File: config.mk
export PLATFORM = sky130hd
export DESIGN_NAME = match_timer
export DESIGN_NICKNAME = d
export VERILOG_FILES = /design/src/rtl/game_pkg.sv /design/src/rtl/bcd_mmss_down.sv /design/src/rtl/match_timer.sv
export SDC_FILE = /design/constraint.sdc
export NUM_CORES = 1
export LEC_CHECK = 0
export BUFFER_PORTS_ARGS = -buffer_cell sky130_fd_sc_hd__buf_4
export CAP_MARGIN = 40
export CORE_MARGIN = 1.5
export CORE_UTILIZATION = 45
export DETAILED_ROUTE_END_ITERATION = 16
export HOLD_SLACK_MARGIN = 0.02
export PLACE_DENSITY = 0.7
export SYNTH_ARGS = -nofsm -noshare
export SYNTH_HDL_FRONTEND = slang
export SYNTH_HIERARCHICAL = 1
export SYNTH_SLANG_ARGS = --single-unit
File: constraint.sdc
create_clock -name clk -period 2.5 [get_ports clk]
set_clock_uncertainty 0.05 [all_clocks]
set_input_delay 0.25 -clock clk [delete_from_list [all_inputs] [get_ports clk]]
set_output_delay 0.25 -clock clk [all_outputs]
set_load 0.01 [all_outputs]
File: src/rtl/game_pkg.sv
// game_pkg: shared state encoding, digit widths and m:ss conversion for the air-hockey game.
package game_pkg;
    typedef enum logic [2:0] {
        ST_IDLE    = 3'd0,
        ST_RUNNING = 3'd1,
        ST_PAUSED  = 3'd2,
        ST_FREEZE  = 3'd3,
        ST_EXPIRED = 3'd4
    } state_t;
    localparam int MIN_W  = 4;
    localparam int TENS_W = 3;
    localparam int ONES_W = 4;
    localparam int MMSS_W = MIN_W + TENS_W + ONES_W;
    function automatic logic [MMSS_W-1:0] mmss(input int secs);
        return {MIN_W'(secs / 60), TENS_W'((secs % 60) / 10), ONES_W'(secs % 10)};
    endfunction
endpackage

File: src/rtl/bcd_mmss_down.sv
// bcd_mmss_down: loadable m:ss BCD down-counter that holds at 0:00.
module bcd_mmss_down
    import game_pkg::*;
#(
    parameter logic [MMSS_W-1:0] RELOAD = mmss(180)
) (
    input  logic              clk,
    input  logic              load,
    input  logic              dec,
    output logic [MIN_W-1:0]  min_bcd,
    output logic [TENS_W-1:0] sec_tens,
    output logic [ONES_W-1:0] sec_ones,
    output logic              zero
);
    logic [MIN_W-1:0]  r_min;
    logic [TENS_W-1:0] r_tens;
    logic [ONES_W-1:0] r_ones;
    assign zero = {r_min, r_tens, r_ones} == '0;
    always_ff @(posedge clk) begin
        if (load) begin
            {r_min, r_tens, r_ones} <= RELOAD;
        end else if (dec && !zero) begin
            r_ones <= (r_ones == '0) ? ONES_W'(9) : r_ones - 1'b1;
            if (r_ones == '0) begin
                r_tens <= (r_tens == '0) ? TENS_W'(5) : r_tens - 1'b1;
                if (r_tens == '0) r_min <= r_min - 1'b1;
            end
        end
    end
    assign min_bcd  = r_min;
    assign sec_tens = r_tens;
    assign sec_ones = r_ones;
endmodule

File: src/rtl/match_timer.sv
// match_timer: match phase FSM, BCD match clock, post-goal freeze and game-tick gating.
module match_timer
    import game_pkg::*;
#(
    parameter int MATCH_SECONDS  = 180,
    parameter int FREEZE_SECONDS = 3
) (
    input  logic              clk,
    input  logic              clr,
    input  logic              sec_tick,
    input  logic              game_tick,
    input  logic              start,
    input  logic              pause,
    input  logic              goal,
    output logic [2:0]        state,
    output logic [MIN_W-1:0]  min_bcd,
    output logic [TENS_W-1:0] sec_tens,
    output logic [ONES_W-1:0] sec_ones,
    output logic              game_en,
    output logic              expired
);
    localparam logic [3:0] FRZ = 4'(FREEZE_SECONDS);
    state_t     r_state, w_next;
    logic [3:0] r_frz, w_frz_next;
    logic       r_game_en, r_expired;
    logic       w_load, w_dec, w_exp, w_zero, w_last;
    bcd_mmss_down #(.RELOAD(mmss(MATCH_SECONDS))) u_clock (
        .clk      (clk),
        .load     (clr | w_load),
        .dec      (w_dec),
        .min_bcd  (min_bcd),
        .sec_tens (sec_tens),
        .sec_ones (sec_ones),
        .zero     (w_zero)
    );
    // The tick taken at 0:01 is the one that expires the match.
    assign w_last = {min_bcd, sec_tens, sec_ones} == MMSS_W'(1);
    always_comb begin
        w_next     = r_state;
        w_frz_next = r_frz;
        w_load     = 1'b0;
        w_dec      = 1'b0;
        w_exp      = 1'b0;
        case (r_state)
            ST_IDLE: w_next = start ? ST_RUNNING : ST_IDLE;
            ST_RUNNING: begin
                if (start) begin
                    w_next = ST_IDLE;
                    w_load = 1'b1;
                end else if (!pause) begin
                    w_dec = sec_tick && !w_zero;
                    if (sec_tick && w_last) begin
                        w_next = ST_EXPIRED;
                        w_exp  = 1'b1;
                    end else if (goal) begin
                        w_next     = ST_FREEZE;
                        w_frz_next = FRZ;
                    end
                end else begin
                    w_next = ST_PAUSED;
                end
            end
            ST_PAUSED: begin
                w_load = start;
                w_next = start ? ST_IDLE : pause ? ST_RUNNING : ST_PAUSED;
            end
            ST_FREEZE: begin
                if (start || pause) begin
                    w_next     = start ? ST_IDLE : ST_PAUSED;
                    w_load     = start;
                    w_frz_next = '0;
                end else if (goal) begin
                    w_frz_next = FRZ;
                end else if (sec_tick) begin
                    w_frz_next = (r_frz == '0) ? '0 : r_frz - 1'b1;
                    w_next     = (r_frz <= 4'd1) ? ST_RUNNING : ST_FREEZE;
                end
            end
            ST_EXPIRED: begin
                w_load = start;
                w_next = start ? ST_IDLE : ST_EXPIRED;
            end
            default: w_next = ST_IDLE;
        endcase
    end
    always_ff @(posedge clk) begin
        if (clr) begin
            r_state   <= ST_IDLE;
            r_frz     <= '0;
            r_game_en <= 1'b0;
            r_expired <= 1'b0;
        end else begin
            r_state   <= w_next;
            r_frz     <= w_frz_next;
            r_game_en <= game_tick && (r_state == ST_RUNNING);
            r_expired <= w_exp;
        end
    end
    assign state   = r_state;
    assign game_en = r_game_en;
    assign expired = r_expired;
endmodule
After elaboration in Yosys (flattened, before gate mapping)
Index checks and enable logic that the tools add are counted.
{"block": "op_classes", "addsub": 4, "multipliers": 0, "div_mod_pow": 0, "magnitude_cmp": 1, "n_eq_ne": 13, "shift": 0, "mux": 32, "bitwise": 2, "reduce_logical": 18}
{"operator": "$mux 4", "count": 9}
{"operator": "$mux 3", "count": 9}
{"operator": "$pmux 3 s5", "count": 1}
{"operator": "$sub 4x1->4 const B", "count": 3}
{"operator": "$eq 11x1->1 const B", "count": 1}
{"operator": "$logic_not 11->1", "count": 1}
{"operator": "$logic_not 4->1", "count": 2}
{"operator": "$mux 2", "count": 4}
{"operator": "$ne 2x2->1 const B", "count": 4}
{"operator": "$pmux 4 s2", "count": 1}
{"operator": "$mux 1", "count": 7}
{"operator": "$eq 3x2->1 const B", "count": 2}
{"operator": "$logic_not 3->1", "count": 2}
{"operator": "$ne 3x3->1 const B", "count": 2}
{"operator": "$reduce_and 3->1", "count": 2}
{"operator": "$reduce_and 6->1", "count": 1}
{"operator": "$ne 5x5->1 const B", "count": 1}
{"operator": "$le 4x1->1 const B", "count": 1}
{"operator": "$logic_and 1x1->1", "count": 4}
{"operator": "$ne 4x4->1 const B", "count": 1}
{"operator": "$reduce_or 4->1", "count": 1}
{"operator": "$eq 3x1->1 const B", "count": 1}
{"operator": "$eq 3x3->1 const B", "count": 1}
{"operator": "$pmux 1 s3", "count": 1}
{"operator": "other kinds (8)", "count": 8}
{"block": "word_totals", "ff_bits": 20, "latch_bits": 0, "ram_bits": 0, "romBits": 0, "input_bits": 7, "out_inout_bits": 16, "wordCells": 77, "n_memories": 0}

Logic depth before layout (Yosys ltp)
Gate-level depths: netlist of run 1.
{"block": "depth", "depth_word": 8, "ltp_mapped": 9, "mapped_depth_nobuf": 8}

Cells and area by module
Netlist of run 1, hierarchy kept.
{"mod": "match_timer", "n_inst": 1, "cells_per_inst": 73, "area_per_inst_um2": 590.6, "seq_area_each_um2": 180.2}
{"mod": "bcd_mmss_down", "n_inst": 1, "cells_per_inst": 60, "area_per_inst_um2": 524.3, "seq_area_each_um2": 220.2}

Worst setup path after synthesis of run 1
Ideal clock, no wire load.
{"block": "synth_timing", "path_kind": "reg2reg", "start": "reg r_state[0] (netlist: state[0])", "end": "reg u_clock.r_tens[1] (netlist: u_clock/sec_tens[1])", "arrival_time_ns": 2.572, "required_time_ns": 2.379, "path_slack_ns": -0.193, "path_stages_with_launch": 8, "path_buffers": 0, "path_cell_list": "dfxtp_1 -> nor3b_1 -> nand2_1 -> nor3b_1 -> or3b_4 -> a2111o_1 -> or4b_1 -> a21oi_1"}
{"block": "synth_via", "elab_chain_cells": 4, "elab_cells_between_ends": 10}
{"item": "start, declared", "line": "match_timer.sv:23", "text": "state_t r_state, w_next;"}
{"item": "start signal, assigned", "line": "match_timer.sv:93", "text": "r_state <= w_next;"}
{"item": "$eq 3x1->1", "line": "match_timer.sv:44", "text": "case (r_state)"}
{"item": "$mux 1", "line": "match_timer.sv:44"}
{"item": "via w_dec", "line": "match_timer.sv:26", "text": "logic w_load, w_dec, w_exp, w_zero, w_last;"}
{"item": "$logic_and 1x1->1", "line": "bcd_mmss_down.sv:22", "text": "end else if (dec && !zero) begin"}
{"item": "$reduce_and 2->1 (no source line)"}
{"item": "end signal, assigned", "line": "bcd_mmss_down.sv:25", "text": "r_tens <= (r_tens == '0) ? TENS_W'(5) : r_tens - 1'b1;"}
{"item": "end, declared", "line": "bcd_mmss_down.sv:16", "text": "logic [TENS_W-1:0] r_tens;"}
The timed path passes the listed nets, and every way through them passes these cells.
A chain may end at the register's enable or synchronous reset.

Worst setup path after layout of run 1
{"block": "layout_timing", "start": "reg r_state[1] (netlist: state[1])", "end": "reg u_clock.r_tens[1] (netlist: u_clock/sec_tens[1])"}
The elaborated chain is that of the path after synthesis.

==> out/qor.yml, run 1 <==
power_and_ir_drop:
  power.density_mw_per_mm2: 418
  leakagePower_nw: 0.586
  power.share.sequential_pct: 54.5
  internal_power_mw: 0.452
  vdd_ir_drop_max_v: 0.000380
  power.share.combinational_pct: 13.3
  switching_pwr_mw: 0.151
  clock_power_share_pct: 32.1
  switching_share_pct: 25.0
timing:
  finalSetupTns_ps: 0
  report.final.setup_viol: 0
  relSlewSlack_pct: 63.6
  timing_worst_slew_pin_value_ps: 541
  min_period_over_period_pct: 95.3
  slew_viol_final: 0
  post-route-min-period_ps: 2380
  grt_setup_unrepaired: "no"
  worst_slack_ps: 119
  fmaxAchievable_mhz: 420
  final_hold_viol_count: 0
critical_path:
  ff_to_ff_start: "state[1]$_SDFFE_PP0P_"
  worst_setup_path_end_kind: "flop"
  timing.reg2reg.setup_slack_ps: 120
  cp.arrival_ps: 2580
  critPathLaunchType: "flop"
  critical_path_class: "flop to flop"
  worstRegToRegCells: 7
  regToRegEndpoint: "u_clock/sec_tens[1]$_SDFFE_PP0P_"
  critPathMaxFanout: 4
  worst_endpoint_required_time_ps: 2690
drt:
  drc_errors: 0
  num_vias: 1111
  drt-initial-drc-count: 15
  vias_per_cell: 5.67
  detailedRoute.firstPassIterationCount: 4
  postRouteAntennaNets: 0
  routed_wire_length_per_instance_um: 13.3
  drt_wl_total_um: 2610
synthesis:
  post-synth-top-area-fraction_pct: 35.9
  syn-instance-count: 133
  synth_area_leaders: "sky130_fd_sc_hd__dfxtp_1 36%, sky130_fd_sc_hd__a21oi_1 5.4%, sky130_fd_sc_hd__nor2_1 4.0%, sky130_fd_sc_hd__nor3b_1 3.4%, sky130_fd_sc_hd__nor3_1 3.1%"
  synth_seq_cells: 20
  postSynth.asyncResetShare_pct: 0
  synth_edf_count: 0
  post_synth.cell_area_avg_um2: 8.38
  synth_ff_type: "sky130_fd_sc_hd__dfxtp_1"
  synth-seq-area-share_pct: 35.9
  netlist_area_mm2: 0.00111
  synth_top_area_cell: "sky130_fd_sc_hd__dfxtp_1"
  yosysWarningCount: 6
  synthesized_nets: 141
  yosysUniqueCellTypes: 46
clock_tree:
  post-cts-setup-buffers: 0
  cts_tree: "built"
  number_of_clock_sinks: 20
  cts.reportedPaths.clkPinSlew_ps: 120
  cts.htree.levels: 1
  cts_resized: 0
  cts.path.max_buffers: 2
  clock_insertion_delay_worst_skew_ps: 300
  cts_inserted_buffers: 3
  cts-hold-fix-buffers: 0
  cts_root_buf: "sky130_fd_sc_hd__clkbuf_4"
cells_and_area:
  final_design_area_no_fill_mm2: 0.00144
  fillCellCount: 215
  seq_area_um2: 402
  multi_input_comb_area_um2: 678
  syn_to_final_growth_pct: 29.2
  design.final.nets: 177
  drive_gt1_share_pct: 32.7
  diodes: 0
worst_hold_path:
  hold_path.startpoint: "clr"
  worstHoldPathType: "input pin to flop"
  timing.hold.worst_path_depth: 2
  min_to: "state[0]$_SDFFE_PP0P_"
placement:
  gp_routability_congestion: 0.920
  pre_cts_slack_ps: 108
  placed_area_mm2: 0.00140
  portBuffers: 22
  dpl.hpwl_um: 1960
global_routing:
  grt_use_met1_pct: 31.8
  antenna_found_initial: 0
  global_route.usage.met2_pct: 29.2
  gr-total-overflow: 0
  groute.usage.overall_pct: 20.6
  largest_net_degree_at_the_start_of_global_routing: 12
  grt_pass1_vias: 960
  groute.layer.met3.usage_pct: 2.57
  grt_pass1_wl_um: 4290
  grt.busiest_layer: "met1"
floorplanning:
  initial_core_util_pct: 49.0
  fp.dieW_um: 52.8
  chipHeight_um: 52.8
  die_area_mm2: 0.00279
  area_of_the_core_region_mm2: 0.00228
  floorplan.rows: 17
  io-pin-count: 23
job:
  maxCapViolCount: 0
outcome:
  outcome: "complete, no violations"
==> cell usage in the layout (no fill, tap or decap), types with 3 or more instances in the layout <==
master	synthesis	routed
sky130_fd_sc_hd__nor2_1	12	12
sky130_fd_sc_hd__dfxtp_1	20	19
sky130_fd_sc_hd__nand2_1	7	7
sky130_fd_sc_hd__a21oi_1	12	12
sky130_fd_sc_hd__inv_1	7	7
sky130_fd_sc_hd__clkbuf_4	0	3
sky130_fd_sc_hd__nand3b_1	4	4
sky130_fd_sc_hd__nor3b_2	0	3
sky130_fd_sc_hd__nand3_1	3	3
sky130_fd_sc_hd__nor3_1	7	7
sky130_fd_sc_hd__buf_4	0	35
sky130_fd_sc_hd__or3_1	3	3
sky130_fd_sc_hd__a211oi_1	3	3
sky130_fd_sc_hd__o21ai_0	7	7
==> power by group through the flow <==
stage               registers (mW)  logic (mW)  clock network, mW
global placement             0.336      0.0785                  0
CTS                          0.328      0.0800              0.195
detailed placement           0.336      0.0795                  0
finish                       0.329      0.0804              0.193
floorplan                    0.340      0.0423                  0
global route                 0.330      0.0891              0.202
==> worst max-delay path: stages (launching register included) <==
cell                       delay [ps]
sky130_fd_sc_hd__dfxtp_1          340
sky130_fd_sc_hd__nor3b_2          260
sky130_fd_sc_hd__nand2_1          120
sky130_fd_sc_hd__nor3b_2          240
sky130_fd_sc_hd__or3b_4           420
sky130_fd_sc_hd__a2111o_1         300
sky130_fd_sc_hd__or4b_1           470
sky130_fd_sc_hd__a21oi_1          130
==> worst max path at each step <==
stage | from | to | slack, ps | cells after the start
6_report | state[1]$_SDFFE_PP0P_ | u_clock/sec_tens[1]$_SDFFE_PP0P_ | 120 | 7
4_1_cts | state[1]$_SDFFE_PP0P_ | u_clock/sec_tens[1]$_SDFFE_PP0P_ | 110 | 7
3_5_place_dp | state[1]$_SDFFE_PP0P_ | u_clock/sec_tens[1]$_SDFFE_PP0P_ | 110 | 7
5_1_grt | state[1]$_SDFFE_PP0P_ | u_clock/sec_tens[1]$_SDFFE_PP0P_ | 5 | 7
3_3_place_gp | state[1]$_SDFFE_PP0P_ | u_clock/sec_tens[1]$_SDFFE_PP0P_ | 190 | 7
2_1_floorplan | state[1]$_SDFFE_PP0P_ | u_clock/sec_tens[1]$_SDFFE_PP0P_ | 30 | 8
==> final cells by class <==
cell class / instances / area share, %
multi-input cells: 102 / 47.1
flip-flops and latches: 20 / 27.9
repair buffers: 35 / 18.2
clock buffers: 4 / 2.52
well taps: 28 / 2.43
inverters: 7 / 1.82
==> cells by family after synthesis <==
kind of cell / count (synthesis) / share of synthesized area, %
AO/OA/AOI/OAI: 36 / 22.0
XOR/XNOR: 2 / 1.57
adder cells (fa/ha/maj): 1 / 1.12
buffers and inverters: 11 / 4.60
flip-flops: 20 / 35.9
multiplexers: 1 / 0.898
AND/OR/NAND/NOR: 62 / 33.9
==> Yosys cell counts, types with 2 or more instances <==
cell type                  instances
sky130_fd_sc_hd__nor4_1            2
sky130_fd_sc_hd__or3_1             3
sky130_fd_sc_hd__xor2_1            2
sky130_fd_sc_hd__nand3b_1          4
sky130_fd_sc_hd__nor2b_1           2
sky130_fd_sc_hd__nand2b_1          2
sky130_fd_sc_hd__nand3_1           3
sky130_fd_sc_hd__nor3b_1           5
sky130_fd_sc_hd__and3_1            2
sky130_fd_sc_hd__a211oi_1          3
sky130_fd_sc_hd__a21oi_1          12
sky130_fd_sc_hd__o21bai_1          2
sky130_fd_sc_hd__inv_1             7
sky130_fd_sc_hd__nor3_1            7
sky130_fd_sc_hd__buf_2             2
sky130_fd_sc_hd__or3b_2            2
sky130_fd_sc_hd__dfxtp_1          20
sky130_fd_sc_hd__nand2_1           7
sky130_fd_sc_hd__nor2_1           12
sky130_fd_sc_hd__o21ai_0           7
sky130_fd_sc_hd__nor4b_1           2
==> registers in the layout, indices dropped and copies added (netlist names) <==
name,flops
expired,1
game_en,1
r_frz,4
state,3
u_clock/min_bcd,4
u_clock/sec_ones,4
u_clock/sec_tens,3
==> metrics by stage <==
| step | cells | util [%] | power [mW] | hold WS (ps) |
|---|---|---|---|---|
| 3_5_place_dp | 192 | 61.5 | 0.415 | 430 |
| 2_1_floorplan | 133 | - | 0.382 | 262 |
| 5_1_grt | 196 | 63.3 | 0.621 | 129 |
| 6_report | 196 | 63.3 | 0.602 | 111 |
| 4_1_cts | 196 | 63.1 | 0.604 | 105 |
| 3_3_place_gp | 192 | 61.5 | 0.414 | 431 |
==> metal layers <==
metal | up-vias | routed length (um)
met5 | - | 0
met4 | 0 | 16
met3 | 2 | 118
met2 | 38 | 1130
met1 | 511 | 1350
li1 | 560 | -
No activity file was read; power rests on OpenSTA's default activity.
==> run 2, diff against run 1 <==
--- a/config.mk
+++ b/config.mk
@@ -8,10 +8,10 @@
 export BUFFER_PORTS_ARGS = -buffer_cell sky130_fd_sc_hd__buf_4
 export CAP_MARGIN = 40
 export CORE_MARGIN = 1.5
-export CORE_UTILIZATION = 45
+export CORE_UTILIZATION = 57
 export DETAILED_ROUTE_END_ITERATION = 16
 export HOLD_SLACK_MARGIN = 0.02
-export PLACE_DENSITY = 0.7
+export PLACE_DENSITY = 0.83
 export SYNTH_ARGS = -nofsm -noshare
 export SYNTH_HDL_FRONTEND = slang
 export SYNTH_HIERARCHICAL = 1
==> constraint.sdc (replaced) <==
create_clock -name clk -period 2.8 [get_ports clk]
set_clock_uncertainty 0.05 [all_clocks]
set_input_delay 0.42 -clock clk [delete_from_list [all_inputs] [get_ports clk]]
set_output_delay 0.42 -clock clk [all_outputs]
set_load 0.01 [all_outputs]
==> out/qor.yml, run 2 (synthesis gave the netlist of run 1 again) <==
outcome:
  outcome: "complete, no violations"  # unchanged
power_and_ir_drop:
  leakagePower_nw: 0.561  # was 0.586 nW
  switching_pwr_mw: 0.127  # was 0.151 mW
  clock_power_share_pct: 31.3  # was 32.1%
  design_power_total_mw: 0.530  # was 0.602 mW
  switching_share_pct: 24.0  # was 25.0%
  vdd_ir_drop_max_v: 0.000319  # was 0.000380 V
  power.share.combinational_pct: 13.3  # about the same
  power.share.sequential_pct: 55.5  # was 54.5%
  internal_power_mw: 0.403  # was 0.452 mW
  power.density_mw_per_mm2: 378  # was 418 mW/mm^2
timing:
  final_hold_viol_count: 0  # unchanged
  slew_viol_final: 0  # unchanged
  grt_setup_unrepaired: "no"  # unchanged
  report.final.setup_viol: 0  # unchanged
  relSlewSlack_pct: 63.3  # was 63.6%
  fmaxAchievable_mhz: 393  # was 420 MHz
  finalSetupTns_ps: 0  # unchanged
  min_period_over_period_pct: 90.8  # was 95.3%
  post-route-min-period_ps: 2540  # was 2380 ps
  timing_worst_slew_pin_value_ps: 546  # was 541 ps
floorplanning:
  area_of_the_core_region_mm2: 0.00178  # was 0.00228 mm^2
  die_area_mm2: 0.00223  # was 0.00279 mm^2
  chipHeight_um: 47.2  # was 52.8 um
  fp.dieW_um: 47.2  # was 52.8 um
  initial_core_util_pct: 62.5  # was 49.0%
  floorplan.rows: 15  # was 17
  io-pin-count: 23  # unchanged
critical_path:
  critPathSlowestCell: "sky130_fd_sc_hd__or4b_1"  # unchanged
  crit_start: "state[0]$_SDFFE_PP0P_"  # was state[1]$_SDFFE_PP0P_
  critical_path_class: "flop to flop"  # unchanged
  worst_path_largest_cell_delay_ps: 470  # about the same
  cp.arrival_ps: 2720  # was 2580 ps
  critPathMaxFanout: 4  # unchanged
  worst_setup_path_end_kind: "flop"  # unchanged
  ff_to_ff_start: "state[0]$_SDFFE_PP0P_"  # was state[1]$_SDFFE_PP0P_
  worst_endpoint_required_time_ps: 2980  # was 2690 ps
  critPathLaunchType: "flop"  # unchanged
  crit_path_cell_trace: "nor3b_1 -> nand2_1 -> nor3b_2 -> or3b_4 -> a2111o_1 -> or4b_1 -> a21oi_1"  # was nor3b_2 -> nand2_1 -> nor3b_2 -> or3b_4 -> a2111o_1 -> or4b_1 -> a21oi_1
placement:
  gp_routability_congestion: 0.918  # was 0.920
  dpl.hpwl_um: 1930  # was 1960 um
  portBuffers: 22  # unchanged
drt:
  vias_per_cell: 5.84  # was 5.67
  postRouteAntennaNets: 0  # unchanged
  maxUsedRoutingLayer: "met4"  # unchanged
  drt_wl_total_um: 2550  # was 2610 um
  routed_wire_length_per_instance_um: 13.4  # was 13.3 um
  drt-met1-wl_um: 1140  # was 1350 um
  num_vias: 1109  # was 1111
  drt-initial-drc-count: 36  # was 15
  detailedRoute.firstPassIterationCount: 4  # unchanged
  met3WireLength_um: 152  # was 118 um
  detailroute.wirelength.met2_um: 1250  # was 1130 um
  drc_errors: 0  # unchanged
clock_tree:
  cts.reportedPaths.clkPinSlew_ps: 110  # was 120 ps
  cts-hold-fix-buffers: 0  # unchanged
  clock_insertion_delay_worst_skew_ps: 290  # was 300 ps
  number_of_clock_sinks: 20  # unchanged
  cts_inserted_buffers: 3  # unchanged
  cts.htree.levels: 1  # unchanged
  cts_root_buf: "sky130_fd_sc_hd__clkbuf_4"  # unchanged
  cts_tree: "built"  # unchanged
  cts.path.max_buffers: 2  # unchanged
cells_and_area:
  drive_gt1_share_pct: 29.7  # was 32.7%
  mostFrequentLayoutCells: "32 x sky130_fd_sc_hd__buf_4, 20 x sky130_fd_sc_hd__dfxtp_1, 12 x sky130_fd_sc_hd__nor2_1, 12 x sky130_fd_sc_hd__a21oi_1"  # was 35 x sky130_fd_sc_hd__buf_4, 19 x sky130_fd_sc_hd__dfxtp_1, 12 x sky130_fd_sc_hd__nor2_1, 12 x sky130_fd_sc_hd__a21oi_1
  fillCellCount: 142  # was 215
  final_common_cell: "sky130_fd_sc_hd__buf_4"  # unchanged
  design.final.nets: 174  # was 177
  diodes: 0  # unchanged
  syn_to_final_growth_pct: 25.8  # was 29.2%
worst_hold_path:
  worstHoldPathType: "input pin to flop"  # unchanged
  hold_path.startpoint: "clr"  # unchanged
global_routing:
  gr-total-overflow: 0  # unchanged
  grt_pass1_vias: 983  # was 960
  groute.usage.overall_pct: 26.3  # was 20.6%
  antenna_found_initial: 0  # unchanged
  largest_net_degree_at_the_start_of_global_routing: 12  # unchanged
  grt_pass1_wl_um: 4200  # was 4290 um
job:
  maxCapViolCount: 0  # unchanged
## run 2: cell count changes in the layout (fill, tap and decap cells not counted), sizes merged
cell | previous run | this run
buf | 35 | 32
## run 2: timing repair
action / CTS / global route
setup buffers: 0 / 0
gates resized for setup: 0 / 1
setup endpoints to repair: 0 / 1
## run 2: power groups by stage
stage                     registers, mW  logic (mW)  clock network (mW)
after floorplan                   0.303      0.0371                   0
after global routing              0.295      0.0773               0.183
final                             0.294      0.0703               0.166
after detailed placement          0.300      0.0699                   0
after CTS                         0.294      0.0701               0.168
after global placement            0.300      0.0683                   0
## run 2: final timing paths
| check | endpoint | slack (ps) | cells after the start |
|---|---|---|---|
| setup / recovery | u_clock/sec_tens[1]$_SDFFE_PP0P_ | 260 | 7 |
| hold / removal | expired$_SDFF_PP0_ | 290 | 2 |
| setup reg to reg | u_clock/sec_tens[1]$_SDFFE_PP0P_ | 260 | 7 |
| hold reg to reg | r_frz[3]$_SDFFE_PP0P_ | 460 | 1 |
## run 2: final cells by class
| type | count | area, um^2 | area share [%] |
|---|---|---|---|
| Tap cell | 25 | 31.3 | 2.23 |
| Clock buffer | 4 | 36.3 | 2.59 |
| Inverter | 7 | 26.3 | 1.87 |
| Multi-Input combinational cell | 102 | 668 | 47.6 |
| Sequential cell | 20 | 400 | 28.5 |
| Timing Repair Buffer | 32 | 240 | 17.1 |
## run 2: per-stage QoR
| step | hold WS [ps] | cells | utilization [%] | instance area (um^2) | setup slack (ps) |
|---|---|---|---|---|---|
| 2_1_floorplan | 421 | 133 | - | 1110 | 107 |
| 5_1_grt | 279 | 190 | 78.7 | 1400 | 35.8 |
| 3_3_place_gp | 431 | 186 | 76.4 | 1360 | 191 |
| 3_5_place_dp | 439 | 186 | 76.4 | 1360 | 109 |
| 6_report | 291 | 190 | 78.7 | 1400 | 258 |
| 4_1_cts | 291 | 190 | 78.4 | 1400 | 157 |
## run 2: layer usage
metal  up-vias  GRT usage, %
met4         0          8.33
met1       503          33.0
li1        550             -
met5         -             0
met3         2          5.38
met2        54          44.9
## run 2: critical path, delay by kind of cell, from the launching register on
kind	cells	cell delay, ps
simple gates	5	1530
compound gates	2	550
flops	1	350
